===== config.mk =====
export PLATFORM = sky130hd
export DESIGN_NAME = nanov_word_uart_tx
export DESIGN_NICKNAME = d
export VERILOG_FILES = /design/src/rtl/nanov_word_uart_tx.sv
export SDC_FILE = /design/constraint.sdc
export NUM_CORES = 1
export LEC_CHECK = 0
export CAP_MARGIN = 10
export CORE_MARGIN = 3
export CORE_UTILIZATION = 45
export CTS_BUF_LIST = sky130_fd_sc_hd__clkbuf_16
export DETAILED_ROUTE_END_ITERATION = 10
export HOLD_SLACK_MARGIN = 0.02
export MAX_ROUTING_LAYER = met4
export SLEW_MARGIN = 5
export SYNTH_ARGS = -nofsm -noshare
export SYNTH_HDL_FRONTEND = slang
export SYNTH_SLANG_ARGS = --single-unit

===== constraint.sdc =====
create_clock -name clk -period 5.1 [get_ports clk]
set_clock_uncertainty 0.15 [all_clocks]
set_input_delay 1.02 -clock clk [delete_from_list [all_inputs] [get_ports clk]]
set_output_delay 1.02 -clock clk [all_outputs]
set_load 0.02 [all_outputs]

===== src/rtl/nanov_word_uart_tx.sv =====
// ---------------------------------------------------------------------------
// nanov_word_uart_tx
//   Buffers 32-bit CPU output words in a small FIFO and serialises each word
//   as four 8N1 UART bytes, MSB byte first and LSB bit first within a byte.
//   The CPU is never stalled. A word pushed while the FIFO is full (and no
//   pop happens in that cycle) is dropped, and the sticky overflow flag is set.
//
// Parameters
//   CLKS_PER_BIT : clk cycles per UART bit (>= 2)
//   FIFO_DEPTH   : FIFO word entries (power of 2, >= 2)
//
// Ports
//   clk        in   CPU clock, rising edge
//   rstn       in   asynchronous active-low reset
//   data_in    in   word to send, sampled when latch_in=1
//   latch_in   in   one-cycle push strobe
//   uart_tx    out  serial line, idle high, driven from a flop
//   busy       out  FIFO non-empty or frame in progress
//   overflow   out  sticky dropped-push flag, cleared only by reset
//   fifo_level out  words waiting in the FIFO (excludes the word in the shifter)
// ---------------------------------------------------------------------------
module nanov_word_uart_tx #(
    parameter int CLKS_PER_BIT = 347,
    parameter int FIFO_DEPTH   = 4
) (
    input  logic                        clk,
    input  logic                        rstn,
    input  logic [31:0]                 data_in,
    input  logic                        latch_in,
    output logic                        uart_tx,
    output logic                        busy,
    output logic                        overflow,
    output logic [$clog2(FIFO_DEPTH):0] fifo_level
);

    localparam int PTR_W = $clog2(FIFO_DEPTH);
    localparam int LVL_W = PTR_W + 1;
    localparam int CNT_W = $clog2(CLKS_PER_BIT);

    localparam logic [CNT_W-1:0] CNT_LAST = CNT_W'(CLKS_PER_BIT - 1);
    localparam logic [LVL_W-1:0] LVL_FULL = LVL_W'(FIFO_DEPTH);

    typedef enum logic [1:0] {
        S_IDLE,
        S_START,
        S_DATA,
        S_STOP
    } state_t;

    // FIFO storage and bookkeeping
    logic [31:0]      r_mem [FIFO_DEPTH];
    logic [PTR_W-1:0] r_wr_ptr;
    logic [PTR_W-1:0] r_rd_ptr;
    logic [LVL_W-1:0] r_level;
    logic             r_overflow;

    // Serialiser
    state_t           r_state;
    logic [CNT_W-1:0] r_bit_cnt;
    logic [2:0]       r_bit_idx;
    logic [1:0]       r_byte_idx;
    logic [31:0]      r_word;
    logic             r_tx;

    logic             w_pop;
    logic             w_push;
    logic             w_bit_last;
    logic [7:0]       w_cur_byte;

    // The FSM only pops from IDLE, so a full FIFO can still accept a push in
    // exactly that cycle because the head slot is freed at the same edge.
    assign w_pop      = (r_state == S_IDLE) && (r_level != '0);
    assign w_push     = latch_in && ((r_level != LVL_FULL) || w_pop);
    assign w_bit_last = (r_bit_cnt == CNT_LAST);

    // The shifter moves the next byte into [31:24] at every byte boundary,
    // so the byte on the wire is always the top byte of r_word.
    assign w_cur_byte = r_word[31:24];

    // NOTE: the storage array has no reset; a slot is only read after it was
    // written, because the level counter (which is reset) qualifies every pop.
    always_ff @(posedge clk) begin
        if (w_push) begin
            r_mem[r_wr_ptr] <= data_in;
        end
    end

    // NOTE: sequential state uses non-blocking assignments only, so every
    // right-hand side below sees the value from before this clock edge.
    always_ff @(posedge clk or negedge rstn) begin
        if (!rstn) begin
            r_wr_ptr   <= '0;
            r_rd_ptr   <= '0;
            r_level    <= '0;
            r_overflow <= 1'b0;
        end else begin
            if (w_push) begin
                r_wr_ptr <= r_wr_ptr + 1'b1;
            end
            if (w_pop) begin
                r_rd_ptr <= r_rd_ptr + 1'b1;
            end
            case ({w_push, w_pop})
                2'b10:   r_level <= r_level + 1'b1;
                2'b01:   r_level <= r_level - 1'b1;
                default: r_level <= r_level;
            endcase
            if (latch_in && !w_push) begin
                r_overflow <= 1'b1;
            end
        end
    end

    // Frame FSM. r_tx is computed from the current state, so the line lags
    // the state by one cycle uniformly and never sees a decode glitch.
    always_ff @(posedge clk or negedge rstn) begin
        if (!rstn) begin
            r_state    <= S_IDLE;
            r_bit_cnt  <= '0;
            r_bit_idx  <= '0;
            r_byte_idx <= '0;
            r_word     <= '0;
            r_tx       <= 1'b1;
        end else begin
            case (r_state)
                S_START: r_tx <= 1'b0;
                S_DATA:  r_tx <= w_cur_byte[r_bit_idx];
                default: r_tx <= 1'b1;
            endcase

            case (r_state)
                S_IDLE: begin
                    if (w_pop) begin
                        r_word     <= r_mem[r_rd_ptr];
                        r_byte_idx <= '0;
                        r_bit_cnt  <= '0;
                        r_state    <= S_START;
                    end
                end
                S_START: begin
                    if (w_bit_last) begin
                        r_bit_cnt <= '0;
                        r_bit_idx <= '0;
                        r_state   <= S_DATA;
                    end else begin
                        r_bit_cnt <= r_bit_cnt + 1'b1;
                    end
                end
                S_DATA: begin
                    if (w_bit_last) begin
                        r_bit_cnt <= '0;
                        if (r_bit_idx == 3'd7) begin
                            r_state <= S_STOP;
                        end else begin
                            r_bit_idx <= r_bit_idx + 1'b1;
                        end
                    end else begin
                        r_bit_cnt <= r_bit_cnt + 1'b1;
                    end
                end
                S_STOP: begin
                    if (w_bit_last) begin
                        r_bit_cnt <= '0;
                        if (r_byte_idx != 2'd3) begin
                            r_byte_idx <= r_byte_idx + 1'b1;
                            r_word     <= {r_word[23:0], 8'h00};
                            r_state    <= S_START;
                        end else begin
                            r_state <= S_IDLE;
                        end
                    end else begin
                        r_bit_cnt <= r_bit_cnt + 1'b1;
                    end
                end
                default: r_state <= S_IDLE;
            endcase
        end
    end

    assign uart_tx    = r_tx;
    assign busy       = (r_level != '0) || (r_state != S_IDLE);
    assign overflow   = r_overflow;
    assign fifo_level = r_level;

endmodule

== Yosys cells after proc, flatten, opt, wreduce, memory -nomap -nowiden ==
Memories as Yosys holds them, arrays and structs flattened.
Index checks and enable logic that the tools add are counted.
Storage, ports and cells
  register bits after elaboration: 57
  RAM bits: 128
  output and inout port bits: 6
  logic and storage cells: 79
  memories: 1
Memories
  r_mem: words 4, bits a word 32, read ports 1, clocked after memory_dff 0, write ports 1, line 51  | logic [31:0] r_mem [FIFO_DEPTH];
Operators by class
  add/subtract/negate cells: 7
  order comparisons: 1
  eq/ne operators: 16
  muxes and demuxes: 28
  reductions and logical operators: 16
Operators by type and width (number)
  $mux W32: 3
  $pmux W32 S2: 1
  $mux W9: 2
  $pmux W9 S2: 1
  $mux W2: 8
  $ne A2 B2 Y1 const B: 8
  $pmux W3 S2: 2
  $add A9 B1 Y9 const B: 1
  $eq A9 B9 Y1 const B: 1
  $mux W3: 3
  $pmux W2 S4: 1
  $reduce_and A4 Y1: 2
  $reduce_bool A2 Y1: 4
  $add A2 B1 Y2 const B: 3
  $add A3 B1 Y3 const B: 2
  $eq A2 B2 Y1 const B: 3
  $reduce_and A5 Y1: 1
  $eq A2 B1 Y1 const B: 2
  $lt A3 B4 Y1 const B: 1
  $mux W1: 4
  $pmux W2 S2: 1
  $bmux W1 S3: 1
  $eq A3 B3 Y1 const B: 1
  $logic_and A1 B1 Y1: 3
  8 further kinds: 9

== Logic depth before layout (Yosys ltp) ==
Gate-level depths: netlist (run 1).
  depth after elaboration: 6
  mapped depth: 8
  mapped depth without buffers: 7

== Worst setup path before layout (run 1) ==
No wires, ideal clock.
  path type: in2reg
  start point: input latch_in
  end point: memory r_mem[0][0], enable pin
  data arrival time: 2159 ps
  slack: 2399 ps
  cell stages on the path: 2
  cell sequence: nor2b_1 > and2_1
Between the ends
  cells in the longest elaborated chain, start to end: 3
Ends and longest elaborated chain
  start: declaration: line 29  | input logic latch_in,
  $logic_and A1 B1 Y1: line 73  | assign w_push = latch_in && ((r_level != LVL_FULL) || w_pop);
  $mux W1: line 83  | if (w_push) begin
  $mux W1 (implied by the code): line 84  | r_mem[r_wr_ptr] <= data_in;
  end: declaration: line 51
No other way between the ends.

== Worst setup path in the final report (run 1) ==
  start point: register r_state[0]
  end point: output busy
Between the ends
  cells in the longest elaborated chain, start to end: 2
Ends and longest elaborated chain
  start: declaration: line 58  | state_t r_state;
  start signal: assignment: line 118  | r_state <= S_IDLE;
  start signal: assignment: line 137  | r_state <= S_START;
  start signal: assignment: line 144  | r_state <= S_DATA;
  $reduce_bool A2 Y1: line 181  | assign busy = (r_level != '0) || (r_state != S_IDLE);
  $logic_or A1 B1 Y1: line 181
  end: declaration: line 31  | output logic busy,
No other way between the ends.

==> results of run 1 <==
==> how the worst max path moves through the flow <==
stage / start / end / slack, ns
2_1_floorplan: latch_in / r_mem[0][0] / 2.40
3_3_place_gp: r_state[0] / busy / 1.87
3_5_place_dp: r_state[0] / busy / 1.79
4_1_cts: r_state[0] / busy / 1.32
5_1_grt: r_state[0] / busy / 1.14
6_report: r_state[0] / busy / 1.35
==> cell usage in the layout, fill, tap and decap left out, types with 12 or more instances in the layout <==
cell type	Yosys	routed
mux4_2	34	34
clkbuf_16	0	17
mux2i_1	28	28
ha_1	14	13
edfxtp_1	128	128
o21ai_0	23	23
inv_1	11	12
clkdlybuf4s50_1	0	39
nor2_1	12	12
dfrtp_1	56	54
o21ai_1	14	14
nand3_1	36	36
==> power by group through the flow <==
stage	Combinational (uW)	Sequential, uW	Clock, uW
2_1_floorplan	1180	2200	0
3_3_place_gp	1470	2320	0
3_5_place_dp	1500	2340	0
4_1_cts	1500	2310	1350
5_1_grt	1620	2350	1400
6_report	1470	2300	1310
==> routing by layer <==
| metal | track usage, % | part of all wire, % | wire length [microns] |
|---|---|---|---|
| met5 | - | 0 | 0 |
| met4 | 4.98 | 1.0 | 136 |
| met3 | 4.48 | 3.2 | 435 |
| met2 | 26.7 | 51 | 6910 |
| met1 | 21.0 | 45 | 6160 |
==> logic make-up after synthesis <==
| logic type | after synthesis | synth area share, % |
|---|---|---|
| and+or+nand+nor | 92 | 7.22 |
| buffers and inverters | 33 | 1.97 |
| adders and majority gates | 15 | 2.56 |
| DFF | 185 | 69.1 |
| xor gates and xnor gates | 12 | 1.38 |
| muxes | 63 | 13.9 |
| AOI/OAI and AO/OA | 51 | 3.90 |
==> sequential cells by signal, indices dropped and copies added (netlist names) <==
| register | count |
|---|---|
| r_rd_ptr | 2 |
| overflow | 1 |
| fifo_level | 3 |
| r_word | 32 |
| r_byte_idx | 2 |
| r_mem | 128 |
| r_bit_cnt | 9 |
| r_wr_ptr | 2 |
| r_state | 2 |
| r_bit_idx | 3 |
| uart_tx | 1 |
==> per-stage QoR <==
step / hold slack [ns] / util (%)
floorplan: 0.310 / -
global placement: 0.291 / 50.8
detailed placement: 0.298 / 50.8
CTS: 0.317 / 54.4
global route: 0.355 / 54.4
finish: 0.312 / 54.4
==> worst register-to-register path, cell delays in order, from the launching register on <==
cell,delay (ns)
dfrtp_1,0.42
ha_2,0.85
nor2b_1,0.39
nand4_4,0.51
and2_4,0.46
o21ai_0,0.23
==> final cells by class <==
| type | instances | area share (%) |
|---|---|---|
| clock buffers | 17 | 4.82 |
| clock inverters | 15 | 1.88 |
| inverters | 12 | 0.538 |
| multi-input cells | 233 | 25.0 |
| flip-flops and latches | 185 | 59.7 |
| well taps | 216 | 3.06 |
| repair buffers | 46 | 4.99 |
==> summary.txt, run 1 <==
Placed cell count: 692
Share of layout cells above drive strength 1: 16.9%
Max frequency: 0.267 GHz
Post-synth top area share: 50.4%
Clk root buf: clkbuf_16
Max Root-Sink Buffers: 2
Max-cap viol count: 0
Cell Rows: 46
Antenna Cells: 0
Vias in the first global route: 4,110
Crit path max-delay cell type: clkdlybuf4s50_1
Final setup vio count: 0
Area occupied by multi-input gates: 0.00221 sq mm
Critical Path Stages: 5
Number of flops mapped to enable cells by yosys: 128
Pre-CTS setup slack: 1.79 ns
Tcrit/Tclk final: 73.5%
Initial antenna violation count: 0
Routed WL: 13.6 mm
Mapped Area: 0.00763 sq mm
Initial core utilization: 47.0%
Detailed Routing Iterations Pass 1: 4
Synth area leaders: edfxtp_1 (50%), dfrtp_1 (18%), mux4_2 (10%)
Final instance area: 0.00883 sq mm
Gr ovfl total: 0
H-Tree Depth: 4
Status: completed
Crit path launch type: flip-flop
Largest net degree at the start of global routing: 58
First DRT Iteration DRCs: 183
Register Area: 0.00527 sq mm
PortBufs: 40
Core ar.: 0.0162 sq mm
Setup tns final: 0 ns
Gr usage total: 16.6%
Critical Path RT: 3.93 ns
Post-synth top flop: edfxtp_1
Sw Ratio: 31.8%
IR drop worst, VDD: 0.307 mV
Net Switching: 1610 uW
Critical path fanouts, max: 10
Horiz. Die Dim: 136 microns
Slew HR: 36.2%
Register area share after synthesis: 69.1%
Placed inst area: 0.00824 sq mm
Worst-margin pin slew: 0.958 ns
Vias: 3,928
Largest area contributor in the netlist: edfxtp_1
Later-pin clock latency in the skew report: 0.43 ns
Reg2Reg Launch Point: r_state[1]
Routability cong.: 0.803
Synth Register Bits: 185
Tmin final: 3.75 ns
TritonCTS Sinks: 185
Hold_sp: overflow
Clock network fraction of total power: 25.8%
Reg2Reg Setup Slack: 2.00 ns
Netlist cell types: 47
Post-CTS Setup Inserts: 0
WS Path Type: flip-flop to output port
Area grow syn2layout: 15.8%
Final Max Slew Viols: 0
Most frequent cell after synthesis: edfxtp_1
Post-CTS sizing: 0
Avg Cell Area, Syn: 16.9 sq um
TritonCTS Buffers: 17
Max incr delay on CP: 0.58 ns
Fill count: 1,338
Boundary Pins: 41
Crit-path leading delay family: buffers and inverters
CP Cell Sequence: inv_1, ha_1, nor4b_4, inv_4, clkdlybuf4s50_1
Layout Cells excl Fill: 724
Crit end category: output port
Final-report hold violation count: 0
Pwr dens: 575 mW/mm^2
Detailed-placement wirelength estimate: 8.21 mm
Sequential share of power: 45.2%
Die area: 0.0185 sq mm
ANT nets after route: 0
Syn nets: 501
DR WL/cell: 18.8 microns
Final worst slack: 1.35 ns
DRC viols: 0
First-pass GRT wire length: 22.3 mm
HP Class: flip-flop to flip-flop
DR vias/cell: 5.43
Reg2reg path depth: 5
Int Pwr: 3460 uW
FFs w/ async S/R, synth: 30.8%
Die H: 136 microns
WP data arrival: 2.58 ns
Leakage power: 0.00317 uW
Hold_buf cts: 0
Synth warn: 0
Worst hold stages: 1
Post-synthesis cell count: 451
Unrepaired setup endpoints after global routing: false
Worst Path Buf+Inv: 3
Logic pwr share: 28.9%
Total power draw: 5080 uW
CTS tree: done
Synth cell count leaders: edfxtp_1 (128), dfrtp_1 (56), nand3_1 (36), mux4_2 (34), mux2i_1 (28)
Nets: 545
Hold EP: overflow
FF-to-FF End: r_word[20]
Clk slew on worst S/H paths: 0.07 ns
Power figures use the tool's default switching activity.
==> run 2, diff against run 1 <==
PLACE_DENSITY = 0.65   (was unset)
clock period = 3.3 ns   (was 5.1 ns; I/O delays follow)
==> run 2 against run 1 <==
Compared with the run above: clock power grew 63%; critical path depth is the same; die area is the same; design area grew 1.5%; sequential share of layout area shrank 0.91 points; critical endpoint unchanged.
==> summary.txt, run 2 (same netlist as run 1, synthesis figures left out) <==
Pwr dens: 895 mW/mm^2 (was 575 mW/mm^2)
Unrepaired setup endpoints after global routing: false (unchanged)
Top Registers: r_mem: 128 flops, r_word: 32 flops, r_bit_cnt: 9 flops (unchanged)
Crit path max-delay cell type: clkdlybuf4s50_1 (unchanged)
Largest net degree at the start of global routing: 45 (was 58)
Placed inst area: 0.00834 sq mm (was 0.00824 sq mm)
Register Area: 0.00527 sq mm (about the same)
CTS tree: done (unchanged)
Register bank with the most flops: r_mem (unchanged)
Max Root-Sink Buffers: 2 (unchanged)
M2 GR Usage: 27.5% (was 26.7%)
Post-CTS sizing: 0 (unchanged)
Antenna Cells: 0 (unchanged)
ANT nets after route: 0 (unchanged)
Status: completed (unchanged)
Max incr delay on CP: 0.56 ns (was 0.58 ns)
Final Max Slew Viols: 0 (unchanged)
GR met1 Demand/Resource: 21.7% (was 21.0%)
HP Class: primary input to async pin (was flip-flop to flip-flop)
Setup tns final: 0 ns (unchanged)
Final setup vio count: 0 (unchanged)
Worst-margin pin slew: 1.01 ns (was 0.958 ns)
Detailed Routing Iterations Pass 1: 4 (unchanged)
CP Cell Sequence: inv_1, ha_1, nor4b_4, inv_4, clkdlybuf4s50_1 (unchanged)
Gr usage total: 16.9% (was 16.6%)
Detailed-placement wirelength estimate: 8.56 mm (was 8.21 mm)
Initial core utilization: 47.0% (unchanged)
Crit end category: output port (unchanged)
Die area: 0.0185 sq mm (unchanged)
Commonest non-fill, non-tap cell in the layout: edfxtp_1 (unchanged)
Met3 Use GR: 3.81% (was 4.48%)
Nets: 550 (was 545)
IR drop worst, VDD: 0.423 mV (was 0.307 mV)
Routed WL: 14.0 mm (was 13.6 mm)
First-pass GRT wire length: 23.0 mm (was 22.3 mm)
Critical path fanouts, max: 9 (was 10)
H-Tree Depth: 4 (unchanged)
Grt peak-use layer: met2 (unchanged)
Horiz. Die Dim: 136 microns (unchanged)
Routability cong.: 0.754 (was 0.803)
Boundary Pins: 41 (unchanged)
Vias: 3,989 (was 3,928)
Hold_buf cts: 0 (unchanged)
Later-pin clock latency in the skew report: 0.43 ns (about the same)
Commonest cells after routing, fill and taps aside: edfxtp_1 (128), dfrtp_1 (55), clkdlybuf4s50_1 (39) (was edfxtp_1 (128), dfrtp_1 (54), clkdlybuf4s50_1 (39))
DR WL/cell: 19.1 microns (was 18.8 microns)
Leakage power: 0.00323 uW (was 0.00317 uW)
Slew HR: 32.8% (was 36.2%)
Gr ovfl total: 0 (unchanged)
DR vias/cell: 5.47 (was 5.43)
WP data arrival: 2.29 ns (was 2.58 ns)
Post-CTS Setup Inserts: 0 (unchanged)
Vias in the first global route: 4,285 (was 4,110)
Clk slew on worst S/H paths: 0.07 ns (about the same)
Final-report hold violation count: 0 (unchanged)
DRC viols: 0 (unchanged)
TritonCTS Buffers: 17 (unchanged)
Critical Path RT: 2.49 ns (was 3.93 ns)
Max-cap viol count: 0 (unchanged)
Share of layout cells above drive strength 1: 17.5% (was 16.9%)
Cell Rows: 46 (unchanged)
Crit path launch type: flip-flop (unchanged)
First DRT Iteration DRCs: 227 (was 183)
Max frequency: 0.323 GHz
Final instance area: 0.00897 sq mm (was 0.00883 sq mm)
WS Path Type: flip-flop to output port (unchanged)
Clk root buf: clkbuf_16 (unchanged)
Largest register FFs: 128 (unchanged)
Tmin final: 3.10 ns
TritonCTS Sinks: 185 (unchanged)
Reg2Reg Setup Slack: 0.76 ns (was 2.00 ns)
Tcrit/Tclk final: 93.9%
Initial antenna violation count: 0 (unchanged)
Core ar.: 0.0162 sq mm (unchanged)
PortBufs: 40 (unchanged)
Area grow syn2layout: 17.6% (was 15.8%)
Die H: 136 microns (unchanged)
Area occupied by multi-input gates: 0.00221 sq mm (unchanged)
Fill count: 1,318 (was 1,338)
## run 2: area by class of cell
type / instances / area share [%]
multi-input cells: 233 / 24.6
clock buffers: 17 / 4.74
flip-flops and latches: 185 / 58.8
well taps: 216 / 3.01
clock inverters: 15 / 2.26
repair buffers: 51 / 6.03
inverters: 12 / 0.530
## run 2: per-layer routing
layer | up-vias | wire [microns]
met5 | - | 0
met4 | 0 | 125
met3 | 10 | 344
met2 | 48 | 7310
met1 | 2097 | 6180
li1 | 1834 | -
## run 2: metrics by stage
step	std cells	setup slack, ns	utilization, %	power (uW)	hold slack, ns
finish	729	0.200	55.2	8030	0.259
detailed placement	697	0.639	51.4	6000	0.302
global placement	697	0.708	51.4	5900	0.290
floorplan	451	0.745	-	5220	0.214
global route	729	0.0940	55.2	8500	0.335
CTS	729	0.175	55.2	8150	0.289
## run 2: path summary, 6_finish.rpt
check / cells past startpoint / start / end
max in group asynchronous: 2 / rstn / r_word[13]
max reg2reg: 7 / r_state[0] / r_word[15]
min: 1 / rstn / r_bit_idx[2]
max: 5 / r_state[0] / busy
min reg2reg: 1 / overflow / overflow
min in group clk: 1 / overflow / overflow
## run 2: where the power goes
part / internal [uW] / switching [uW] / total (uW)
sequential: 3130 / 336 / 3470
clock: 1220 / 915 / 2140
combinational: 1140 / 1280 / 2420
total: 5500 / 2530 / 8030
## run 2: worst max-delay path, delay by kind of cell, from the launching register on
family | cells | cell delay, ns
buf+inv | 3 | 0.84
flops | 1 | 0.43
fa+ha+maj | 1 | 0.28
simple gates | 1 | 0.31
==> run 3, diff against run 2 <==
RECOVER_POWER = 25   (was unset)
TNS_END_PERCENT = 10   (was unset)
==> run 3 against run 2 <==
Compared with the run above: maximum frequency about the same; largest power group unchanged; global-route usage is the same; critical endpoint unchanged; power about the same; highest routed layer unchanged; core utilization unchanged; combinational power is essentially flat; setup slack improved by 0.0014 ns.
==> summary.txt, run 3 (same netlist as run 1, synthesis figures left out) <==
WS Path Type: flip-flop to output port (unchanged)
Final Max Slew Viols: 0 (unchanged)
Hold_buf cts: 0 (unchanged)
Detailed Routing Iterations Pass 1: 4 (unchanged)
Routability cong.: 0.754 (unchanged)
Crit path launch type: flip-flop (unchanged)
HP Class: primary input to async pin (unchanged)
WP data arrival: 2.29 ns (about the same)
TritonCTS Buffers: 17 (unchanged)
Area occupied by multi-input gates: 0.00221 sq mm (unchanged)
Critical Path RT: 2.49 ns (about the same)
Initial antenna violation count: 0 (unchanged)
Largest net degree at the start of global routing: 45 (unchanged)
Commonest cells after routing, fill and taps aside: edfxtp_1 (128), dfrtp_1 (55), nand3_1 (36) (was edfxtp_1 (128), dfrtp_1 (55), clkdlybuf4s50_1 (39))
Die area: 0.0185 sq mm (unchanged)
Nets: 550 (unchanged)
CTS tree: done (unchanged)
Boundary Pins: 41 (unchanged)
Cell Rows: 46 (unchanged)
Final Util: 55.2% (unchanged)
Pwr dens: 895 mW/mm^2 (about the same)
Max Root-Sink Buffers: 2 (unchanged)
Clk slew on worst S/H paths: 0.07 ns (about the same)
Setup tns final: 0 ns (unchanged)
Later-pin clock latency in the skew report: 0.43 ns (about the same)
Detailed-placement wirelength estimate: 8.56 mm (unchanged)
Final setup vio count: 0 (unchanged)
Int Pwr: 5490 uW (was 5500 uW)
TritonCTS Sinks: 185 (unchanged)
Max incr delay on CP: 0.56 ns (about the same)
Commonest non-fill, non-tap cell in the layout: edfxtp_1 (unchanged)
Final instance area: 0.00897 sq mm (unchanged)
Core ar.: 0.0162 sq mm (unchanged)
Share of layout cells above drive strength 1: 17.5% (unchanged)
Post-CTS Setup Inserts: 0 (unchanged)
Largest register FFs: 128 (unchanged)
Routed WL: 14.0 mm (about the same)
Area grow syn2layout: 17.6% (unchanged)
Crit end category: output port (unchanged)
First DRT Iteration DRCs: 227 (unchanged)
Die H: 136 microns (unchanged)
Register Area: 0.00527 sq mm (unchanged)
CP Cell Sequence: inv_1, ha_1, nor4b_4, inv_4, clkdlybuf4s50_1 (unchanged)
Post-CTS sizing: 0 (unchanged)
H-Tree Depth: 4 (unchanged)
Max frequency: 0.323 GHz (about the same)
Initial core utilization: 47.0% (unchanged)
Clk root buf: clkbuf_16 (unchanged)
Critical path fanouts, max: 9 (unchanged)
DR vias/cell: 5.47 (about the same)
Placed cell count: 697 (unchanged)
Antenna Cells: 0 (unchanged)
Final-report hold violation count: 0 (unchanged)
Vias: 3,988 (was 3,989)
Crit path max-delay cell type: clkdlybuf4s50_1 (unchanged)
Sw Ratio: 31.5% (about the same)
Gr ovfl total: 0 (unchanged)
Max-cap viol count: 0 (unchanged)
Sequential share of power: 43.2% (about the same)
Tcrit/Tclk final: 93.9% (about the same)
Net Switching: 2530 uW (about the same)
Vias in the first global route: 4,285 (unchanged)
Logic pwr share: 30.1% (was 30.2%)
Clock network fraction of total power: 26.6% (about the same)
DR WL/cell: 19.2 microns (was 19.1 microns)
Top Registers: r_mem: 128 flops, r_word: 32 flops, r_bit_cnt: 9 flops (unchanged)
Hold_ws: 0.257 ns (was 0.259 ns)
Worst-margin pin slew: 1.00 ns (was 1.01 ns)
Reg2reg path depth: 7 (unchanged)
Layout Cells excl Fill: 729 (unchanged)
Unrepaired setup endpoints after global routing: false (unchanged)
ANT nets after route: 0 (unchanged)
Placed inst area: 0.00834 sq mm (unchanged)
IR drop worst, VDD: 0.423 mV (about the same)
DRC viols: 0 (unchanged)
Slew HR: 33.2% (was 32.8%)
Fill count: 1,318 (unchanged)
PortBufs: 40 (unchanged)
First-pass GRT wire length: 23.0 mm (unchanged)
Horiz. Die Dim: 136 microns (unchanged)
Tmin final: 3.10 ns (about the same)
Gr usage total: 16.9% (unchanged)
Register bank with the most flops: r_mem (unchanged)
Leakage power: 0.00323 uW (about the same)
Status: completed (unchanged)
[run 3: changes by cell type in the layout (fill, tap and decap cells not counted), sizes merged]
cell           delta
dlygate4sd3      +25
clkdlybuf4s50    -25
[run 3: worst paths after layout]
path	startpoint	endpoint	slack (ns)
setup / recovery	r_state[0]	busy	0.20
hold / removal	rstn	r_bit_cnt[6]	0.26
setup reg to reg	r_state[0]	r_word[15]	0.76
max in group asynchronous	rstn	r_word[13]	2.05
min in group clk	overflow	overflow	0.31
hold reg to reg	overflow	overflow	0.31
[run 3: power groups by stage]
stage / registers, uW / clock network, uW / logic [uW]
2_1_floorplan: 3400 / 0 / 1820
3_3_place_gp: 3480 / 0 / 2420
3_5_place_dp: 3520 / 0 / 2470
4_1_cts: 3470 / 2190 / 2490
5_1_grt: 3530 / 2290 / 2670
6_report: 3470 / 2140 / 2420
[run 3: critical path, delay by kind of cell (launching register included)]
family | cells | cell delay (ns)
adder cells (fa/ha/maj) | 1 | 0.28
buffers and inverters | 3 | 0.84
flip-flops | 1 | 0.43
AND/OR/NAND/NOR | 1 | 0.31
[run 3: area by class of cell]
cell class | instances | share of cell area, %
well taps | 216 | 3.01
clock inverters | 15 | 2.26
repair buffers | 51 | 6.03
inverters | 12 | 0.530
flip-flops and latches | 185 | 58.8
clock buffers | 17 | 4.74
multi-input cells | 233 | 24.6
[run 3: per-stage QoR]
step / power (uW) / setup slack, ns
4_1_cts: 8150 / 0.175
3_5_place_dp: 6000 / 0.639
3_3_place_gp: 5900 / 0.708
6_report: 8020 / 0.202
2_1_floorplan: 5220 / 0.745
5_1_grt: 8490 / 0.0940
[run 3: per-layer routing]
metal / wire, microns / track usage [%] / part of all wire, % / up-vias
li1: - / - / - / 1836
met1: 6200 / 21.7 / 44 / 2091
met2: 7310 / 27.5 / 52 / 52
met3: 337 / 3.81 / 2.4 / 9
met4: 119 / 4.42 / 0.85 / 0
met5: 0 / - / 0 / -
==> RTL edit (flow settings as in run 3) <==
The 4 states of `state_t` get a one-hot encoding in 4 bits.
--- a/src/rtl/nanov_word_uart_tx.sv
+++ b/src/rtl/nanov_word_uart_tx.sv
@@ -41,9 +41,9 @@
     localparam logic [LVL_W-1:0] LVL_FULL = LVL_W'(FIFO_DEPTH);
 
-    typedef enum logic [1:0] {
-        S_IDLE,
-        S_START,
-        S_DATA,
-        S_STOP
+    typedef enum logic [3:0] {
+        S_IDLE  = 4'b0001,
+        S_START = 4'b0010,
+        S_DATA  = 4'b0100,
+        S_STOP  = 4'b1000
     } state_t;
 
Behaviour: same outputs for any inputs over 10 cycles, from zero or initial values and one cycle with rstn low; not proved beyond that.
==> RTL edit against run 3 <==
The flow now finishes with violations (capacitance limit, slew limit). Maximum frequency increased by 5.0%. Wire length increased by 5.5%. Cell count increased by 2.6%. Total power decreased by 1.3%. Die area increased by 1.6%. Non-clock buffer count increased by 7. Worst setup slack improved by 150 ps. Synthesized area increased by 1.6%. Final area increased by 1.5%. Critical path depth decreased by 2. Sequential power increased by 2%. Largest cell class unchanged. Count of clock-buffer cells in the layout unchanged. Largest power group unchanged. Sequential cell count increased by 2. Synthesized cell count increased by 3.1%.
==> RTL edit: results (changes against run 3) <==
pin count of the biggest net entering global routing=60 (+33%); Arrival @ worst endpoint=2140 ps (-150 ps); metal1 wirelength=6317 microns (+2.0%); synth top area cells=edfxtp_1 (50%), dfrtp_1 (18%), mux4_2 (9.9%); vias in the first global route=4527 (+5.6%); met2 routed WL=7686 microns (+5.1%); via-per-instance ratio=5.697 (+4.1%); status=complete, but fails checks; Comb power=2210 uW (-8.7%); grt met2 use=28.61% (+1.1 points); GP Congestion=0.8320 (+10%); Unique masters post-synth=52 (+11%); Post-CTS Repair Setup Buffers=0 (unchanged); worst hold path startpoint=overflow$_DFFE_PN0P_; DR top layer=met4; first-pass GRT wire length=23890 microns (+3.9%); register area share after synthesis=68.66% (-0.45 points); Net Sw Frac=30.68% (-0.85 points); Port Buf Inserts=40 (unchanged); H-tree depth=4 (unchanged); adder-cell area share of the yosys netlist=1.711% (-0.85 points); Async SR Flop Fraction=31.55% (+0.74 points); WL per Instance=19.71 microns (+2.9%); post-synthesis compound-gate area fraction=6.359% (+2.5 points); Worst Setup SP=r_state[0]$_DFFE_PN1P_; ys flop type=edfxtp_1; final net count=560 (+1.8%); Worst R2R Start=r_state[3]$_DFFE_PN0P_; static leakage=0.003274 uW (+1.3%); Tot Pwr=7920 uW (-1.3%); Hold Path Class=reg -> reg; met1 Usage GRT=21.93% (+0.26 points); commonest cells in the netlist=edfxtp_1 (128), dfrtp_1 (57), nand3_1 (38); post-synthesis mux area share=13.77% (-0.095 points); maximum VDD drop=0.0004528 V (+7.1%); Post-synth EDFFs=128 (unchanged); max cap viols=1 (+1); cts bufs inserted=17 (unchanged); Max-slew headroom=-1.230% (-34 points); Final HPWL DP=9420 microns (+10%); crit path max fanout=12 (+3); XOR/XNOR Fraction of Synth Area=0.7908% (-0.59 points); worst skew pair latency=420 ps; initial antenna violation count=0 (unchanged); drt initial violations=199 (-12%); Layout fillers=1346 (+2.1%); Syn Nets=510 (+1.8%); layout cells sized above 1=18.56% (+1.0 points); GR Util met3=3.287% (-0.52 points); top flop regs=r_mem x128, r_word x32, r_bit_cnt x9; met3 routed WL=490 microns (+45%); post-placement setup slack=635.6 ps (-3.318 ps); hold-fix buffers at CTS=0 (unchanged); Global Route Usage Sum=17.48% (+0.61 points); total inserted antenna cells=0 (unchanged); Slew Limit Fails=60 (+60); failing checks=capacitance limit, slew limit
==> RTL edit: cell types whose count changed in the layout (fill, tap and decap cells not counted), sizes merged, moves of 5 or more <==
| cell | run 3 | this run |
|---|---|---|
| clkdlybuf4s50 | 14 | 29 |
| a22oi | 0 | 5 |
| nor2 | 12 | 5 |
| dlygate4sd3 | 25 | 10 |
| buf | 12 | 18 |
| nand2b | 8 | 0 |
| a22o | 0 | 10 |
| ha | 14 | 9 |
==> RTL edit: path summary, 6_finish.rpt <==
path	end	slack, ps	depth (start not counted)
setup / recovery	busy	350	3
min in group asynchronous	r_bit_cnt[6]$_DFFE_PN0P_	550	2
hold / removal	overflow$_DFFE_PN0P_	340	1
hold reg to reg	overflow$_DFFE_PN0P_	340	1
setup reg to reg	fifo_level[2]$_DFFE_PN0P_	610	6
max in group asynchronous	r_rd_ptr[0]$_DFFE_PN0P_	1440	2
==> RTL edit: layout make-up <==
cell class	count	area, sq um	share of cell area, %
multi-input combinational	239	2263	24.88
timing repair buffer	58	553.0	6.079
sequential	187	5324	58.52
tap	220	275.3	3.026
clock buffer	17	425.4	4.676
inverter	12	45.04	0.4951
clock inverter	15	211.5	2.324
==> RTL edit: metrics by stage <==
step           area, sq um  cells
2_1_floorplan         7752    465
5_1_grt               9097    748
3_3_place_gp          8476    716
4_1_cts               9112    748
6_report              9097    748
3_5_place_dp          8476    716
==> RTL edit: kinds of logic after synthesis <==
family | after synthesis
mux | 64
compound gates | 75
flops | 187
simple gates | 83
fa+ha+maj | 10
buf+inv | 39
xor+xnor | 7
==> RTL edit: worst max-delay path, stage by stage, from the launching register on <==
cell	delay (ps)
dfstp_2	670
nor4b_4	390
nand2_1	110
clkdlybuf4s50_1	550
